==> src/rtl/mem_port_pkg.sv <==
// Shared definitions for the memory port master.
//   DATA_W  - memory word width
//   BE_W    - byte-enable width (one bit per byte of DATA_W)
//   state_e - top-level FSM: INIT clears the memory, RUN serves requests
package mem_port_pkg;

  localparam int unsigned DATA_W = 32;
  localparam int unsigned BE_W   = 4;

  typedef enum logic [0:0] {
    INIT = 1'b0,
    RUN  = 1'b1
  } state_e;

endpackage

==> src/rtl/mem_port_master_if.sv <==
// Request/response handshake bundle between a client and mem_port_master.
//   req_valid/req_ready  - request handshake (client -> port)
//   req_write            - 1 = write, 0 = read
//   req_addr             - word address
//   req_wdata/req_be     - write data and byte mask
//   rsp_valid/rsp_ready  - read response handshake (port -> client)
//   rsp_data             - read data
//   init_done            - memory clear finished, requests are served from now on
// Modports: slave = memory port side, master = client side.
interface mem_port_master_if
  import mem_port_pkg::*;
#(
  parameter int unsigned LOG_MEM_SIZE = 4
) ();

  logic                    req_valid;
  logic                    req_ready;
  logic                    req_write;
  logic [LOG_MEM_SIZE-1:0] req_addr;
  logic [DATA_W-1:0]       req_wdata;
  logic [BE_W-1:0]         req_be;
  logic                    rsp_valid;
  logic                    rsp_ready;
  logic [DATA_W-1:0]       rsp_data;
  logic                    init_done;

  modport slave (
    input  req_valid, req_write, req_addr, req_wdata, req_be, rsp_ready,
    output req_ready, rsp_valid, rsp_data, init_done
  );

  modport master (
    output req_valid, req_write, req_addr, req_wdata, req_be, rsp_ready,
    input  req_ready, rsp_valid, rsp_data, init_done
  );

endinterface

==> src/rtl/mem_rsp_fifo.sv <==
// Two-entry response FIFO holding read data in request order.
//   clk, rst_n - clock, asynchronous active-low reset
//   i_push     - write i_wdata (ignored when full unless popping in the same cycle)
//   i_wdata    - data to enqueue
//   i_pop      - drop the head entry (ignored when empty)
//   o_rdata    - head entry, stable until popped
//   o_full     - both entries occupied
//   o_empty    - no entry occupied
module mem_rsp_fifo
  import mem_port_pkg::*;
(
  input  logic              clk,
  input  logic              rst_n,
  input  logic              i_push,
  input  logic [DATA_W-1:0] i_wdata,
  input  logic              i_pop,
  output logic [DATA_W-1:0] o_rdata,
  output logic              o_full,
  output logic              o_empty
);

  logic [DATA_W-1:0] r_mem [2];
  logic              r_wptr;
  logic              r_rptr;
  logic [1:0]        r_count;
  logic              w_push;
  logic              w_pop;

  // Pop is evaluated first so a push into a full FIFO is accepted when the head leaves.
  assign w_pop  = i_pop && (r_count != 2'd0);
  assign w_push = i_push && ((r_count != 2'd2) || w_pop);

  always_ff @(posedge clk or negedge rst_n) begin
    if (!rst_n) begin
      r_mem[0] <= '0;
      r_mem[1] <= '0;
      r_wptr   <= 1'b0;
      r_rptr   <= 1'b0;
      r_count  <= 2'd0;
    end else begin
      if (w_push) begin
        r_mem[r_wptr] <= i_wdata;
        r_wptr        <= ~r_wptr;
      end
      if (w_pop) begin
        r_rptr <= ~r_rptr;
      end
      unique case ({w_push, w_pop})
        2'b10:   r_count <= r_count + 2'd1;
        2'b01:   r_count <= r_count - 2'd1;
        default: r_count <= r_count;
      endcase
    end
  end

  assign o_rdata = r_mem[r_rptr];
  assign o_full  = (r_count == 2'd2);
  assign o_empty = (r_count == 2'd0);

endmodule

==> src/rtl/mem_port_master.sv <==
// Drives a byte-enabled single-cycle memory: clears it after reset, then serves
// read/write requests with in-order read responses through a 2-entry FIFO.
//   clk, rst_n        - clock, asynchronous active-low reset
//   io_bus            - request/response handshake (slave side) plus init_done
//   o_mem_write_en    - memory write strobe (registered)
//   o_mem_byte_en     - memory byte enables (registered)
//   o_mem_write_addr  - memory write address (registered)
//   o_mem_write_data  - memory write data (registered)
//   o_mem_read_addr   - memory read address (registered)
//   i_mem_read_data   - combinational memory data at o_mem_read_addr
module mem_port_master
  import mem_port_pkg::*;
#(
  parameter int unsigned MEM_SIZE     = 16,
  parameter int unsigned LOG_MEM_SIZE = 4
) (
  input  logic                    clk,
  input  logic                    rst_n,
  mem_port_master_if.slave        io_bus,
  output logic                    o_mem_write_en,
  output logic [BE_W-1:0]         o_mem_byte_en,
  output logic [LOG_MEM_SIZE-1:0] o_mem_write_addr,
  output logic [DATA_W-1:0]       o_mem_write_data,
  output logic [LOG_MEM_SIZE-1:0] o_mem_read_addr,
  input  logic [DATA_W-1:0]       i_mem_read_data
);

  // One extra bit so the counter can reach MEM_SIZE, meaning "last clear already driven".
  localparam logic [LOG_MEM_SIZE:0] CLR_END = (LOG_MEM_SIZE+1)'(MEM_SIZE);

  state_e                  r_state;
  state_e                  w_state_next;
  logic [LOG_MEM_SIZE:0]   r_clr_cnt;
  logic [LOG_MEM_SIZE:0]   w_clr_cnt_next;
  logic                    r_rd_pending;
  logic                    w_rd_pending_next;

  logic                    r_mem_write_en;
  logic [BE_W-1:0]         r_mem_byte_en;
  logic [LOG_MEM_SIZE-1:0] r_mem_write_addr;
  logic [DATA_W-1:0]       r_mem_write_data;
  logic [LOG_MEM_SIZE-1:0] r_mem_read_addr;
  logic                    w_mem_write_en_next;
  logic [BE_W-1:0]         w_mem_byte_en_next;
  logic [LOG_MEM_SIZE-1:0] w_mem_write_addr_next;
  logic [DATA_W-1:0]       w_mem_write_data_next;
  logic [LOG_MEM_SIZE-1:0] w_mem_read_addr_next;

  logic [DATA_W-1:0]       w_fifo_rdata;
  logic                    w_fifo_full;
  logic                    w_fifo_empty;
  logic [1:0]              w_fifo_level;
  logic [1:0]              w_outstanding;
  logic                    w_rsp_valid;
  logic                    w_pop;
  logic                    w_req_ready;
  logic                    w_req_fire;

  // Response path ----------------------------------------------------------

  assign w_rsp_valid  = !w_fifo_empty;
  assign w_pop        = w_rsp_valid && io_bus.rsp_ready;
  assign w_fifo_level = w_fifo_full ? 2'd2 : (w_fifo_empty ? 2'd0 : 2'd1);

  // A read is in flight for exactly one cycle (address driven, data captured at
  // the end of it), so outstanding never exceeds the FIFO depth.
  assign w_outstanding = {1'b0, r_rd_pending} + w_fifo_level;
  assign w_req_ready   = (r_state == RUN) && ((w_outstanding < 2'd2) || w_pop);
  assign w_req_fire    = io_bus.req_valid && w_req_ready;

  mem_rsp_fifo u_rsp_fifo (
    .clk     (clk),
    .rst_n   (rst_n),
    .i_push  (r_rd_pending),
    .i_wdata (i_mem_read_data),
    .i_pop   (w_pop),
    .o_rdata (w_fifo_rdata),
    .o_full  (w_fifo_full),
    .o_empty (w_fifo_empty)
  );

  // FSM and memory-port next state -------------------------------------------

  always_comb begin
    w_state_next          = r_state;
    w_clr_cnt_next        = r_clr_cnt;
    w_rd_pending_next     = 1'b0;
    w_mem_write_en_next   = 1'b0;
    w_mem_byte_en_next    = '0;
    w_mem_write_addr_next = r_mem_write_addr;
    w_mem_write_data_next = r_mem_write_data;
    w_mem_read_addr_next  = r_mem_read_addr;

    unique case (r_state)
      INIT: begin
        if (r_clr_cnt < CLR_END) begin
          w_mem_write_en_next   = 1'b1;
          w_mem_byte_en_next    = '1;
          w_mem_write_addr_next = r_clr_cnt[LOG_MEM_SIZE-1:0];
          w_mem_write_data_next = '0;
          w_clr_cnt_next        = r_clr_cnt + 1'b1;
        end else begin
          w_state_next = RUN;
        end
      end
      RUN: begin
        if (w_req_fire) begin
          if (io_bus.req_write) begin
            // An all-zero mask is accepted but never reaches the memory.
            if (io_bus.req_be != '0) begin
              w_mem_write_en_next   = 1'b1;
              w_mem_byte_en_next    = io_bus.req_be;
              w_mem_write_addr_next = io_bus.req_addr;
              w_mem_write_data_next = io_bus.req_wdata;
            end
          end else begin
            w_mem_read_addr_next = io_bus.req_addr;
            w_rd_pending_next    = 1'b1;
          end
        end
      end
    endcase
  end

  always_ff @(posedge clk or negedge rst_n) begin
    if (!rst_n) begin
      r_state          <= INIT;
      r_clr_cnt        <= '0;
      r_rd_pending     <= 1'b0;
      r_mem_write_en   <= 1'b0;
      r_mem_byte_en    <= '0;
      r_mem_write_addr <= '0;
      r_mem_write_data <= '0;
      r_mem_read_addr  <= '0;
    end else begin
      r_state          <= w_state_next;
      r_clr_cnt        <= w_clr_cnt_next;
      r_rd_pending     <= w_rd_pending_next;
      r_mem_write_en   <= w_mem_write_en_next;
      r_mem_byte_en    <= w_mem_byte_en_next;
      r_mem_write_addr <= w_mem_write_addr_next;
      r_mem_write_data <= w_mem_write_data_next;
      r_mem_read_addr  <= w_mem_read_addr_next;
    end
  end

  // Outputs ------------------------------------------------------------------

  assign io_bus.req_ready = w_req_ready;
  assign io_bus.rsp_valid = w_rsp_valid;
  assign io_bus.rsp_data  = w_fifo_rdata;
  assign io_bus.init_done = (r_state == RUN);

  assign o_mem_write_en   = r_mem_write_en;
  assign o_mem_byte_en    = r_mem_byte_en;
  assign o_mem_write_addr = r_mem_write_addr;
  assign o_mem_write_data = r_mem_write_data;
  assign o_mem_read_addr  = r_mem_read_addr;

endmodule

==> src/flat_wrapper.sv <==
// flat-port wrapper written by rule: the top's interface ports become plain ports
module mem_port_master_flat import mem_port_pkg::*;
#(
  parameter int unsigned MEM_SIZE     = 16,
  parameter int unsigned LOG_MEM_SIZE = 4
)
  (clk, rst_n, o_mem_write_en, o_mem_byte_en, o_mem_write_addr, o_mem_write_data, o_mem_read_addr, i_mem_read_data, io_bus_req_valid, io_bus_req_write, io_bus_req_addr, io_bus_req_wdata, io_bus_req_be, io_bus_rsp_ready, io_bus_req_ready, io_bus_rsp_valid, io_bus_rsp_data, io_bus_init_done);
  mem_port_master_if #(.LOG_MEM_SIZE(LOG_MEM_SIZE)) io_bus_i ();
  input  logic clk;
  input  logic rst_n;
  output logic o_mem_write_en;
  output logic [BE_W-1:0] o_mem_byte_en;
  output logic [LOG_MEM_SIZE-1:0] o_mem_write_addr;
  output logic [DATA_W-1:0] o_mem_write_data;
  output logic [LOG_MEM_SIZE-1:0] o_mem_read_addr;
  input  logic [DATA_W-1:0] i_mem_read_data;
  input wire logic [$bits(io_bus_i.req_valid)-1:0] io_bus_req_valid;
  input wire logic [$bits(io_bus_i.req_write)-1:0] io_bus_req_write;
  input wire logic [$bits(io_bus_i.req_addr)-1:0] io_bus_req_addr;
  input wire logic [$bits(io_bus_i.req_wdata)-1:0] io_bus_req_wdata;
  input wire logic [$bits(io_bus_i.req_be)-1:0] io_bus_req_be;
  input wire logic [$bits(io_bus_i.rsp_ready)-1:0] io_bus_rsp_ready;
  output wire logic [$bits(io_bus_i.req_ready)-1:0] io_bus_req_ready;
  output wire logic [$bits(io_bus_i.rsp_valid)-1:0] io_bus_rsp_valid;
  output wire logic [$bits(io_bus_i.rsp_data)-1:0] io_bus_rsp_data;
  output wire logic [$bits(io_bus_i.init_done)-1:0] io_bus_init_done;
  assign io_bus_i.req_valid = io_bus_req_valid;
  assign io_bus_i.req_write = io_bus_req_write;
  assign io_bus_i.req_addr = io_bus_req_addr;
  assign io_bus_i.req_wdata = io_bus_req_wdata;
  assign io_bus_i.req_be = io_bus_req_be;
  assign io_bus_i.rsp_ready = io_bus_rsp_ready;
  assign io_bus_req_ready = io_bus_i.req_ready;
  assign io_bus_rsp_valid = io_bus_i.rsp_valid;
  assign io_bus_rsp_data = io_bus_i.rsp_data;
  assign io_bus_init_done = io_bus_i.init_done;
  mem_port_master #(.MEM_SIZE(MEM_SIZE), .LOG_MEM_SIZE(LOG_MEM_SIZE)) u_core (.clk(clk), .rst_n(rst_n), .io_bus(io_bus_i), .o_mem_write_en(o_mem_write_en), .o_mem_byte_en(o_mem_byte_en), .o_mem_write_addr(o_mem_write_addr), .o_mem_write_data(o_mem_write_data), .o_mem_read_addr(o_mem_read_addr), .i_mem_read_data(i_mem_read_data));
endmodule
==> config.mk <==
export PLATFORM = sky130hd
export DESIGN_NAME = mem_port_master_flat
export DESIGN_NICKNAME = d
export VERILOG_FILES = /design/src/rtl/mem_port_pkg.sv /design/src/rtl/mem_port_master_if.sv /design/src/rtl/mem_rsp_fifo.sv /design/src/rtl/mem_port_master.sv /design/src/flat_wrapper.sv
export SDC_FILE = /design/constraint.sdc
export NUM_CORES = 1
export LEC_CHECK = 0
export BUFFER_PORTS_ARGS = -buffer_cell sky130_fd_sc_hd__clkbuf_2
export CAP_MARGIN = 15
export CORE_MARGIN = 2
export CORE_UTILIZATION = 35
export CTS_BUF_LIST = sky130_fd_sc_hd__clkbuf_4 sky130_fd_sc_hd__clkbuf_8
export CTS_CLUSTER_SIZE = 28
export DETAILED_ROUTE_END_ITERATION = 16
export PLACE_DENSITY = 0.66
export SKIP_CTS_REPAIR_TIMING = 1
export SLEW_MARGIN = 25
export SYNTH_ARGS = -nofsm -noshare
export SYNTH_HDL_FRONTEND = slang
export SYNTH_HIERARCHICAL = 1
export SYNTH_SLANG_ARGS = --single-unit
export TNS_END_PERCENT = 10
==> constraint.sdc <==
create_clock -name clk -period 3.34 [get_ports clk]
set_input_delay 0.167 -clock clk [delete_from_list [all_inputs] [get_ports clk]]
set_output_delay 0.167 -clock clk [all_outputs]
set_load 0.005 [all_outputs]
==> insert_results.sql, run 1 <==
INSERT INTO impl_metrics (metric_group, metric, value, unit) VALUES
('floorplan', 'boundaryPins', '157', ''),
('worst_setup_path', 'critical_path_endpoint_category', 'flop', ''),
('drt', 'dr_wl_met2', '5.827', 'mm'),
('drt', 'drt-met1-wl', '5.672', 'mm'),
('worst_setup_path', 'startpoint_type', 'flop', ''),
('floorplan', 'die_area', '16500', 'µm²'),
('clocking', 'cts.root.buffer_cell', 'clkbuf_8', ''),
('cells_and_area', 'finalInstanceArea', '7201', 'µm²'),
('placement', 'dp.final_hpwl', '8.062', 'mm'),
('drt', 'wl_per_cell', '16.23', 'µm'),
('clocking', 'tritoncts', 'built', ''),
('clocking', 'worst_skew_pair.late_latency', '0.42', 'ns'),
('floorplan', 'start_util', '35.80', '%'),
('logic_synthesis', 'synth_area', '5423', 'µm²'),
('drt', 'drt_drc_violations_left', '0', ''),
('worst_hold_path', 'min-delay-path-class', 'input pin to flop', ''),
('drt', 'drtAntennaViolNets', '0', ''),
('floorplan', 'floorplan.rows', '45', ''),
('logic_synthesis', 'register_bit_count_reported_by_yosys', '120', ''),
('worst_setup_path', 'arrival_time_of_data_at_the_critical_path_endpoint', '2.82', 'ns'),
('logic_synthesis', 'netlist_instances', '367', ''),
('worst_setup_path', 'worstPathMaxFanout', '14', ''),
('logic_synthesis', 'yosys.area.top_type', 'dfrtp_1', ''),
('cells_and_area', 'area_delta_synth_final', '32.79', '%'),
('status', 'outcome', 'completed', ''),
('grt', 'gr-total-overflow', '0', ''),
('logic_synthesis', 'ys_types', '35', ''),
('grt', 'grt_start_max_net_pins', '46', ''),
('worst_setup_path', 'timing.critical_path.from', 'u_core/u_rsp_fifo/r_count[0]', ''),
('run', 'maxCapViolations', '0', ''),
('cells_and_area', 'num-nets-final', '647', ''),
('logic_synthesis', 'postSynthNetCount', '445', ''),
('timing', 'worst_slew_pin_slew', '0.6612', 'ns'),
('timing', 'rsz0062_at_grt', 'no', ''),
('grt', 'vias_in_the_first_global_route', '3810', ''),
('pwr', 'cellLeakagePower', '0.003597', 'µW'),
('logic_synthesis', 'seq_area_frac_synth', '55.38', '%'),
('clocking', 'cts.path.max_buffers', '2', ''),
('clocking', 'h_tree_depth', '4', ''),
('floorplan', 'die_w', '128.5', 'µm'),
('timing', 'tns', '0', 'ns'),
('cells_and_area', 'mostFrequentLayoutCells', '155 x clkbuf_2, 120 x dfrtp_1, 59 x mux2_4', ''),
('floorplan', 'dieHeight', '128.5', 'µm'),
('worst_setup_path', 'r2r-start', 'u_core/u_rsp_fifo/r_count[0]', ''),
('placement', 'buffer_ports.inserted', '156', ''),
('timing', 'maxSlewViolCount', '0', ''),
('drt', 'route.final.wire_length', '12.49', 'mm'),
('logic_synthesis', 'synthFlopType', 'dfrtp_1', ''),
('worst_hold_path', 'whs_path_depth', '3', ''),
('timing', 'finalSetupViolations', '0', ''),
('logic_synthesis', 'number_of_synthesized_flops_with_an_enable_pin', '0', ''),
('drt', 'dr_wl_met3', '859', 'µm'),
('grt', 'global_route.usage.total', '15.16', '%'),
('cells_and_area', 'final_util', '47.54', '%'),
('pwr', 'peakVddDrop', '0.4302', 'mV'),
('timing', 'min_period', '2.508', 'ns'),
('clocking', 'clkSlewWorstSetupHoldPaths', '0.07', 'ns'),
('drt', 'vias_per_cell', '4.892', ''),
('timing', 'clock_skew', '0.008954', 'ns'),
('drt', 'first_iter_violations', '126', ''),
('cells_and_area', 'diodes', '0', ''),
('pwr', 'p_per_area', '854.7', 'nW/µm²'),
('floorplan', 'fp.coreArea', '15150', 'µm²'),
('worst_setup_path', 'worst_r2r_path_depth', '6', ''),
('cells_and_area', 'layout-drive-gt1-share', '59.45', '%'),
('worst_setup_path', 'worst-endpoint-required', '3.65', 'ns'),
('placement', 'cell_area_placed', '6371', 'µm²'),
('grt', 'grt_pass1_wl', '19.51', 'mm'),
('timing', 'hold_viol', '0', ''),
('worst_setup_path', 'r2r_setup_slack', '0.83', 'ns'),
('drt', 'vias', '3767', '');
-- per-layer routing --
| layer | global-route usage [%] | vias to the layer above |
|---|---|---|
| li1 | - | 1735 |
| met1 | 20.02 | 1887 |
| met2 | 23.28 | 134 |
| met3 | 5.239 | 11 |
| met4 | 5.365 | 0 |
| met5 | 0 | - |
-- worst max-delay path, stage by stage (launching register included) --
cell     delay, ns
dfrtp_1       0.50
nor2_1        0.13
nor2b_1       0.46
nor3b_4       0.12
nor2_4        0.48
buf_4         0.36
mux2_4        0.33
-- worst paths after layout --
check / to
max reg2reg: u_core/u_rsp_fifo/r_mem[15]
max: u_core/u_rsp_fifo/r_mem[15]
min: u_core/o_mem_write_data[30]
min in group asynchronous: u_core/u_rsp_fifo/r_mem[5]
min reg2reg: u_core/r_clr_cnt[4]
max in group asynchronous: u_core/u_rsp_fifo/r_mem[26]
-- state kept, by name, indices dropped and copies added (netlist names) --
signal	flops
u_core/io_bus.init_done	1
u_core/o_mem_read_addr	4
u_core/u_rsp_fifo/r_wptr	1
u_core/o_mem_write_data	32
u_core/r_clr_cnt	5
u_core/u_rsp_fifo/r_count	2
u_core/u_rsp_fifo/r_rptr	1
u_core/o_mem_write_en	1
u_core/r_rd_pending	1
u_core/u_rsp_fifo/r_mem	64
u_core/o_mem_write_addr	4
u_core/o_mem_byte_en	4
-- cell usage after synthesis, types with 2 or more instances --
library cell,instances
a21o_1,4
a21oi_1,3
a31o_2,32
and3_1,33
buf_2,7
buf_6,6
clkbuf_1,10
dfrtp_1,120
inv_1,6
mux2_2,50
mux2_4,59
nand2_1,4
nand2b_1,2
nand3b_1,2
nor2_1,3
nor2b_1,2
nor3_1,2
o21ai_0,2
xnor2_1,4
-- layout make-up --
| class | instances | area, µm² |
|---|---|---|
| clock buffer | 24 | 299.0 |
| clock inverter | 8 | 120.1 |
| fill | 1334 | 7945 |
| inverter | 7 | 26.28 |
| multi-input combinational | 216 | 2248 |
| sequential | 120 | 3003 |
| tap | 188 | 235.2 |
| timing repair buffer | 207 | 1269 |
-- per-stage QoR --
stage | power, µW | instances | worst slack (ns) | hold WS, ns
finish | 6154 | 770 | 0.8316 | 0.06508
global route | 6544 | 770 | 0.5845 | 0.04563
CTS | 6180 | 729 | 0.7679 | -0.2707
detailed placement | 4754 | 697 | 0.7652 | 0.2066
global placement | 4682 | 697 | 0.9271 | 0.2009
floorplan | 3916 | 367 | 1.383 | -0.1286
-- cells by family after synthesis --
group                    count (synthesis)  synth area share [%]
multiplexers                           109                 26.72
XOR/XNOR                                 5                0.8075
AND/OR/NAND/NOR                         56                 6.622
adder cells (fa/ha/maj)                  1                0.2307
AO/OA/AOI/OAI                           45                 7.037
flip-flops                             120                 55.38
buffers and inverters                   31                 3.207
-- power by group --
group | switching, µW | total, µW | internal [µW]
sequential | 377 | 2440 | 2060
clock | 556 | 1370 | 816
combinational | 875 | 2350 | 1470
No activity file was read; power rests on OpenSTA's default activity.
==> run 2, diff against run 1 <==
--- a/config.mk
+++ b/config.mk
@@ -12,7 +12,7 @@
 export CTS_BUF_LIST = sky130_fd_sc_hd__clkbuf_4 sky130_fd_sc_hd__clkbuf_8
 export CTS_CLUSTER_SIZE = 28
 export DETAILED_ROUTE_END_ITERATION = 16
-export PLACE_DENSITY = 0.66
+export PLACE_DENSITY = 0.68
 export SKIP_CTS_REPAIR_TIMING = 1
 export SLEW_MARGIN = 25
 export SYNTH_ARGS = -nofsm -noshare
==> constraint.sdc (replaced) <==
create_clock -name clk -period 2.3 [get_ports clk]
set_input_delay 0.115 -clock clk [delete_from_list [all_inputs] [get_ports clk]]
set_output_delay 0.115 -clock clk [all_outputs]
set_load 0.005 [all_outputs]
==> insert_results.sql, run 2 (synthesis results as in run 1) <==
INSERT INTO impl_metrics (metric_group, metric, value, unit) VALUES
('cells_and_area', 'diodes', '0', ''),
('grt', 'grt_start_max_net_pins', '56', ''),
('timing', 'finalSetupViolations', '0', ''),
('cells_and_area', 'layout-drive-gt1-share', '58.35', '%'),
('cells_and_area', 'fillers', '1298', ''),
('worst_setup_path', 'critPathKind', 'flop to output pin', ''),
('floorplan', 'floorplan.rows', '45', ''),
('cells_and_area', 'final-seq-area', '3003', 'µm²'),
('run', 'maxCapViolations', '0', ''),
('clocking', 'cts_made_buffers', '17', ''),
('floorplan', 'start_util', '35.80', '%'),
('drt', 'first_iter_violations', '160', ''),
('clocking', 'numClockSinks', '120', ''),
('drt', 'drt_pre_antenna_iters', '4', ''),
('placement', 'buffer_ports.inserted', '156', ''),
('floorplan', 'fp.coreArea', '15150', 'µm²'),
('pwr', 'comb_power_share', '38.9', '%'),
('worst_setup_path', 'arrival_time_of_data_at_the_critical_path_endpoint', '1.98', 'ns'),
('clocking', 'cts.root.buffer_cell', 'clkbuf_8', ''),
('timing', 'maxSlewViolCount', '0', ''),
('grt', 'met3_usage', '6.611', '%'),
('pwr', 'cellLeakagePower', '0.003652', 'µW'),
('timing', 'timing.final.ws_setup', '0.2026', 'ns'),
('pwr', 'peakVddDrop', '0.5517', 'mV'),
('grt', 'initial_antenna_violation_count', '0', ''),
('grt', 'gr-total-overflow', '0', ''),
('floorplan', 'die_area', '16500', 'µm²'),
('drt', 'drt_drc_violations_left', '0', ''),
('timing', 'worst_slew_pin_slew', '0.6294', 'ns'),
('status', 'outcome', 'completed', ''),
('pwr', 'power.internal', '6341', 'µW'),
('drt', 'vias_per_cell', '4.949', ''),
('worst_setup_path', 'worst-endpoint-required', '2.18', 'ns'),
('timing', 'rsz0062_at_grt', 'no', ''),
('grt', 'busiest_layer', 'met2', ''),
('cells_and_area', 'multi_input_area', '2248', 'µm²'),
('clocking', 'worst_skew_pair.late_latency', '0.43', 'ns'),
('pwr', 'power.share.switching', '29.94', '%'),
('clocking', 'cts.path.max_buffers', '2', ''),
('cells_and_area', 'largest_register_ffs', '64', ''),
('clocking', 'tritoncts', 'built', ''),
('grt', 'global_route.usage.total', '15.57', '%'),
('floorplan', 'boundaryPins', '157', ''),
('placement', 'dp.final_hpwl', '8.172', 'mm'),
('timing', 'max_slew_margin', '57.89', '%'),
('worst_hold_path', 'min-delay-path-class', 'input pin to flop', ''),
('clocking', 'clkSlewWorstSetupHoldPaths', '0.07', 'ns'),
('timing', 'fmax', '476.8', 'MHz'),
('worst_setup_path', 'startpoint_type', 'flop', ''),
('drt', 'route.final.wire_length', '12.88', 'mm'),
('grt', 'vias_in_the_first_global_route', '4000', ''),
('floorplan', 'die_w', '128.5', 'µm'),
('pwr', 'p_sw', '2710', 'µW'),
('worst_setup_path', 'worstPathMaxFanout', '33', ''),
('timing', 'min_period', '2.097', 'ns'),
('cells_and_area', 'top_register', 'u_core/u_rsp_fifo/r_mem', ''),
('timing', 'tns', '0', 'ns'),
('grt', 'global_route.usage.met2', '24.47', '%'),
('drt', 'vias', '3865', ''),
('grt', 'globalRouteMet1Util', '19.27', '%'),
('worst_setup_path', 'critical_path_endpoint_category', 'output pin', ''),
('placement', 'globalplace.congestion', '0.7203', ''),
('timing', 'clock_skew', '0.01136', 'ns'),
('drt', 'drtAntennaViolNets', '0', ''),
('placement', 'preCtsSetupSlack', '0.2507', 'ns'),
('cells_and_area', 'num-nets-final', '658', ''),
('cells_and_area', 'area_delta_synth_final', '35.90', '%'),
('grt', 'grt_pass1_wl', '20.25', 'mm'),
('drt', 'wl_per_cell', '16.49', 'µm'),
('pwr', 'seq_power_share', '39.0', '%'),
('pwr', 'share_clk_of_total_power', '22.1', '%'),
('timing', 'finalCritPeriodShare', '91.19', '%'),
('floorplan', 'dieHeight', '128.5', 'µm'),
('timing', 'hold_viol', '0', ''),
('cells_and_area', 'mostFrequentLayoutCells', '155 x clkbuf_2, 120 x dfrtp_1, 59 x mux2_4', ''),
('cells_and_area', 'most_common_cell_after_layout_fill_and_taps_aside', 'clkbuf_2', ''),
('pwr', 'p_per_area', '1228', 'nW/µm²'),
('clocking', 'h_tree_depth', '4', '');
==> run 2: changes by cell type in the layout (fill, tap and decap cells not counted), sizes merged <==
cell	delta
dlygate4sd3	+11
clkbuf	-4
clkinv	+2
clkinvlp	+2
==> run 2: critical path, stage by stage, from the launching register on <==
cell,delay [ns]
dfrtp_1,0.47
nor2_1,0.23
nor2b_1,0.12
o31ai_4,0.30
buf_6,0.28
clkbuf_2,0.15
==> run 2: worst paths after layout <==
kind,depth (start not counted),slack (ns),endpoint,from
max,5,0.20,io_bus_req_ready,u_core/u_rsp_fifo/r_count[0]
min,3,0.02,u_core/o_mem_write_data[5],io_bus_req_wdata[5]
max reg2reg,5,0.21,u_core/o_mem_write_data[9],u_core/u_rsp_fifo/r_count[0]
min reg2reg,1,0.51,u_core/u_rsp_fifo/r_mem[42],u_core/u_rsp_fifo/r_mem[42]
max in group asynchronous,3,1.40,u_core/o_mem_write_data[11],rst_n
min in group asynchronous,2,0.19,u_core/u_rsp_fifo/r_mem[37],rst_n
==> run 2: area by class of cell <==
cell class	count	area share (%)
Timing Repair Buffer	218	19.44
Tap cell	188	3.192
Multi-Input combinational cell	216	30.51
Clock inverter	12	2.020
Sequential cell	120	40.75
Inverter	7	0.3565
Clock buffer	20	3.735
==> run 2: power by group through the flow <==
stage / Clock [µW] / Sequential, µW / Combinational, µW
floorplan: 0 / 3390 / 2290
global placement: 0 / 3480 / 3380
detailed placement: 0 / 3540 / 3440
CTS: 2070 / 3530 / 3460
global route: 2150 / 3640 / 3820
finish: 2000 / 3530 / 3520
==> run 2: metrics by stage <==
step                cells  util, %  area [µm²]  power, µW  hold slack, ns
floorplan             367        -        5423       5687         -0.1806
global placement      697    42.40        6421       6860         0.09319
detailed placement    697    42.40        6421       6980          0.1027
CTS                   729    45.20        6845       9054         -0.3839
global route          781    48.66        7370       9604       0.0008537
finish                781    48.66        7370       9051         0.01576
==> run 2: layer usage <==
| metal | vias to the layer above | wire length [µm] | part of all wire [%] |
|---|---|---|---|
| met1 | 1955 | 5709 | 44 |
| met5 | - | 0 | 0 |
| met4 | 0 | 165 | 1.3 |
| met3 | 12 | 962 | 7.5 |
| met2 | 140 | 6044 | 47 |
| li1 | 1758 | - | - |
==> run 3, diff against run 2 <==
--- a/config.mk
+++ b/config.mk
@@ -9,7 +9,6 @@
 export CAP_MARGIN = 15
 export CORE_MARGIN = 2
 export CORE_UTILIZATION = 35
-export CTS_BUF_LIST = sky130_fd_sc_hd__clkbuf_4 sky130_fd_sc_hd__clkbuf_8
 export CTS_CLUSTER_SIZE = 28
 export DETAILED_ROUTE_END_ITERATION = 16
 export PLACE_DENSITY = 0.68
==> insert_results.sql, run 3 (synthesis results as in run 1) <==
INSERT INTO impl_metrics (metric_group, metric, value, unit) VALUES
('drt', 'vias_per_cell', '4.978', ''),
('drt', 'drtAntennaViolNets', '0', ''),
('pwr', 'power.internal', '6965', 'µW'),
('timing', 'worst_slew_pin_slew', '0.6197', 'ns'),
('clocking', 'clkSlewWorstSetupHoldPaths', '0.06', 'ns'),
('cells_and_area', 'top_register', 'u_core/u_rsp_fifo/r_mem', ''),
('worst_hold_path', 'min-delay-path-class', 'input pin to flop', ''),
('clocking', 'cts_made_buffers', '17', ''),
('floorplan', 'die_area', '16500', 'µm²'),
('drt', 'route.final.wire_length', '12.86', 'mm'),
('cells_and_area', 'fillers', '1293', ''),
('pwr', 'comb_power_share', '35.9', '%'),
('clocking', 'h_tree_depth', '4', ''),
('pwr', 'p_sw', '2823', 'µW'),
('grt', 'initial_antenna_violation_count', '0', ''),
('floorplan', 'die_w', '128.5', 'µm'),
('timing', 'tns', '0', 'ns'),
('timing', 'max_slew_margin', '58.54', '%'),
('grt', 'vias_in_the_first_global_route', '4056', ''),
('pwr', 'p_per_area', '1314', 'nW/µm²'),
('worst_hold_path', 'whs_path_depth', '3', ''),
('drt', 'drt_drc_violations_left', '0', ''),
('worst_setup_path', 'worst_r2r_path_depth', '5', ''),
('floorplan', 'dieHeight', '128.5', 'µm'),
('timing', 'finalSetupViolations', '0', ''),
('placement', 'dp.final_hpwl', '8.172', 'mm'),
('placement', 'globalplace.congestion', '0.7203', ''),
('worst_setup_path', 'critical_path.slowest_cell', 'dfrtp_1', ''),
('floorplan', 'floorplan.rows', '45', ''),
('drt', 'drt_pre_antenna_iters', '6', ''),
('drt', 'dr_wl_met3', '1.004', 'mm'),
('cells_and_area', 'layout-drive-gt1-share', '59.45', '%'),
('worst_setup_path', 'path_cells', 'nor2_1 -> nor2b_1 -> o31ai_4 -> nand2_2 -> a31o_2', ''),
('timing', 'maxSlewViolCount', '0', ''),
('drt', 'wl_per_cell', '16.69', 'µm'),
('timing', 'rsz0062_at_grt', 'no', ''),
('pwr', 'share_clk_of_total_power', '27.9', '%'),
('timing', 'finalHoldWorstSlack', '0.02320', 'ns'),
('grt', 'gr-total-overflow', '0', ''),
('clocking', 'worst_skew_pair.late_latency', '0.41', 'ns'),
('cells_and_area', 'largest_register_ffs', '64', ''),
('clocking', 'cts.path.max_buffers', '2', ''),
('drt', 'first_iter_violations', '114', ''),
('pwr', 'peakVddDrop', '0.5721', 'mV'),
('worst_setup_path', 'timing.critical_path.slowest_cell_delay', '0.47', 'ns'),
('grt', 'grt_pass1_wl', '20.49', 'mm'),
('grt', 'grt_start_max_net_pins', '56', ''),
('cells_and_area', 'area_delta_synth_final', '37.40', '%'),
('grt', 'global_route.usage.total', '15.80', '%'),
('placement', 'buffer_ports.inserted', '156', ''),
('drt', 'dr_wl_met2', '5.957', 'mm'),
('worst_setup_path', 'critPathKind', 'flop to flop', ''),
('clocking', 'cts.root.buffer_cell', 'clkbuf_16', ''),
('pwr', 'seq_power_share', '36.2', '%'),
('run', 'maxCapViolations', '0', ''),
('worst_setup_path', 'worstPathMaxFanout', '32', ''),
('floorplan', 'start_util', '35.80', '%'),
('worst_setup_path', 'worst-endpoint-required', '2.60', 'ns'),
('cells_and_area', 'mostFrequentLayoutCells', '155 x clkbuf_2, 120 x dfrtp_1, 59 x mux2_4', ''),
('timing', 'min_period', '2.065', 'ns'),
('pwr', 'cellLeakagePower', '0.003694', 'µW'),
('clocking', 'tritoncts', 'built', ''),
('floorplan', 'boundaryPins', '157', ''),
('pwr', 'power.share.switching', '28.84', '%'),
('floorplan', 'fp.coreArea', '15150', 'µm²'),
('timing', 'clock_skew', '0.007244', 'ns'),
('status', 'outcome', 'completed', ''),
('cells_and_area', 'num-nets-final', '647', ''),
('worst_setup_path', 'critical_path_endpoint_category', 'flop', ''),
('timing', 'hold_viol', '0', ''),
('worst_setup_path', 'arrival_time_of_data_at_the_critical_path_endpoint', '2.36', 'ns'),
('clocking', 'numClockSinks', '120', ''),
('timing', 'finalCritPeriodShare', '89.80', '%'),
('cells_and_area', 'most_common_cell_after_layout_fill_and_taps_aside', 'clkbuf_2', ''),
('drt', 'dr.max_layer_used', 'met4', ''),
('timing', 'fmax', '484.2', 'MHz'),
('cells_and_area', 'diodes', '0', ''),
('drt', 'drt-met1-wl', '5.722', 'mm'),
('worst_setup_path', 'startpoint_type', 'flop', ''),
('drt', 'vias', '3833', '');
[run 3: power groups by stage]
stage                     combinational (µW)  clock [µW]  sequential (µW)
after CTS                               3470        2800             3540
after detailed placement                3440           0             3540
after global placement                  3380           0             3480
after floorplan                         2290           0             3390
after global routing                    3810        2890             3650
final                                   3510        2730             3550
[run 3: metal layers]
metal	global-route usage (%)	up-vias
li1	-	1734
met1	19.17	1946
met5	0	-
met3	6.819	12
met4	6.141	0
met2	24.94	141
[run 3: final cells by class]
type	count	area (µm²)	area share, %
tap	188	235.2	3.157
timing repair buffer	207	1323	17.75
sequential	120	3003	40.30
multi-input combinational	216	2248	30.18
clock buffer	20	466.7	6.264
clock inverter	12	148.9	1.998
inverter	7	26.28	0.3526
[run 3: worst max-delay path, delay by kind of cell, from the launching register on]
family / cells / cell delay, ns
AOI/OAI and AO/OA: 2 / 0.70
DFF: 1 / 0.47
and+or+nand+nor: 3 / 0.77
[run 3: path summary, 6_finish.rpt]
path | start | endpoint | slack (ns)
max | u_core/u_rsp_fifo/r_count[0] | u_core/o_mem_write_data[11] | 0.23
min | io_bus_req_wdata[30] | u_core/o_mem_write_data[30] | 0.02
max reg2reg | u_core/u_rsp_fifo/r_count[0] | u_core/o_mem_write_data[11] | 0.23
min reg2reg | u_core/u_rsp_fifo/r_mem[42] | u_core/u_rsp_fifo/r_mem[42] | 0.50
max in group asynchronous | rst_n | u_core/o_mem_write_data[11] | 1.38
min in group asynchronous | rst_n | u_core/u_rsp_fifo/r_mem[3] | 0.21
[run 3: through the flow]
| step | total power [µW] | area (µm²) | setup slack, ns | cells | util (%) |
|---|---|---|---|---|---|
| floorplan | 5687 | 5423 | 0.3434 | 367 | - |
| CTS | 9806 | 7037 | 0.1171 | 729 | 46.46 |
| finish | 9788 | 7451 | 0.2346 | 770 | 49.19 |
| global route | 10350 | 7451 | 0.02821 | 770 | 49.19 |
| global placement | 6860 | 6421 | 0.3650 | 697 | 42.40 |
| detailed placement | 6980 | 6421 | 0.2507 | 697 | 42.40 |
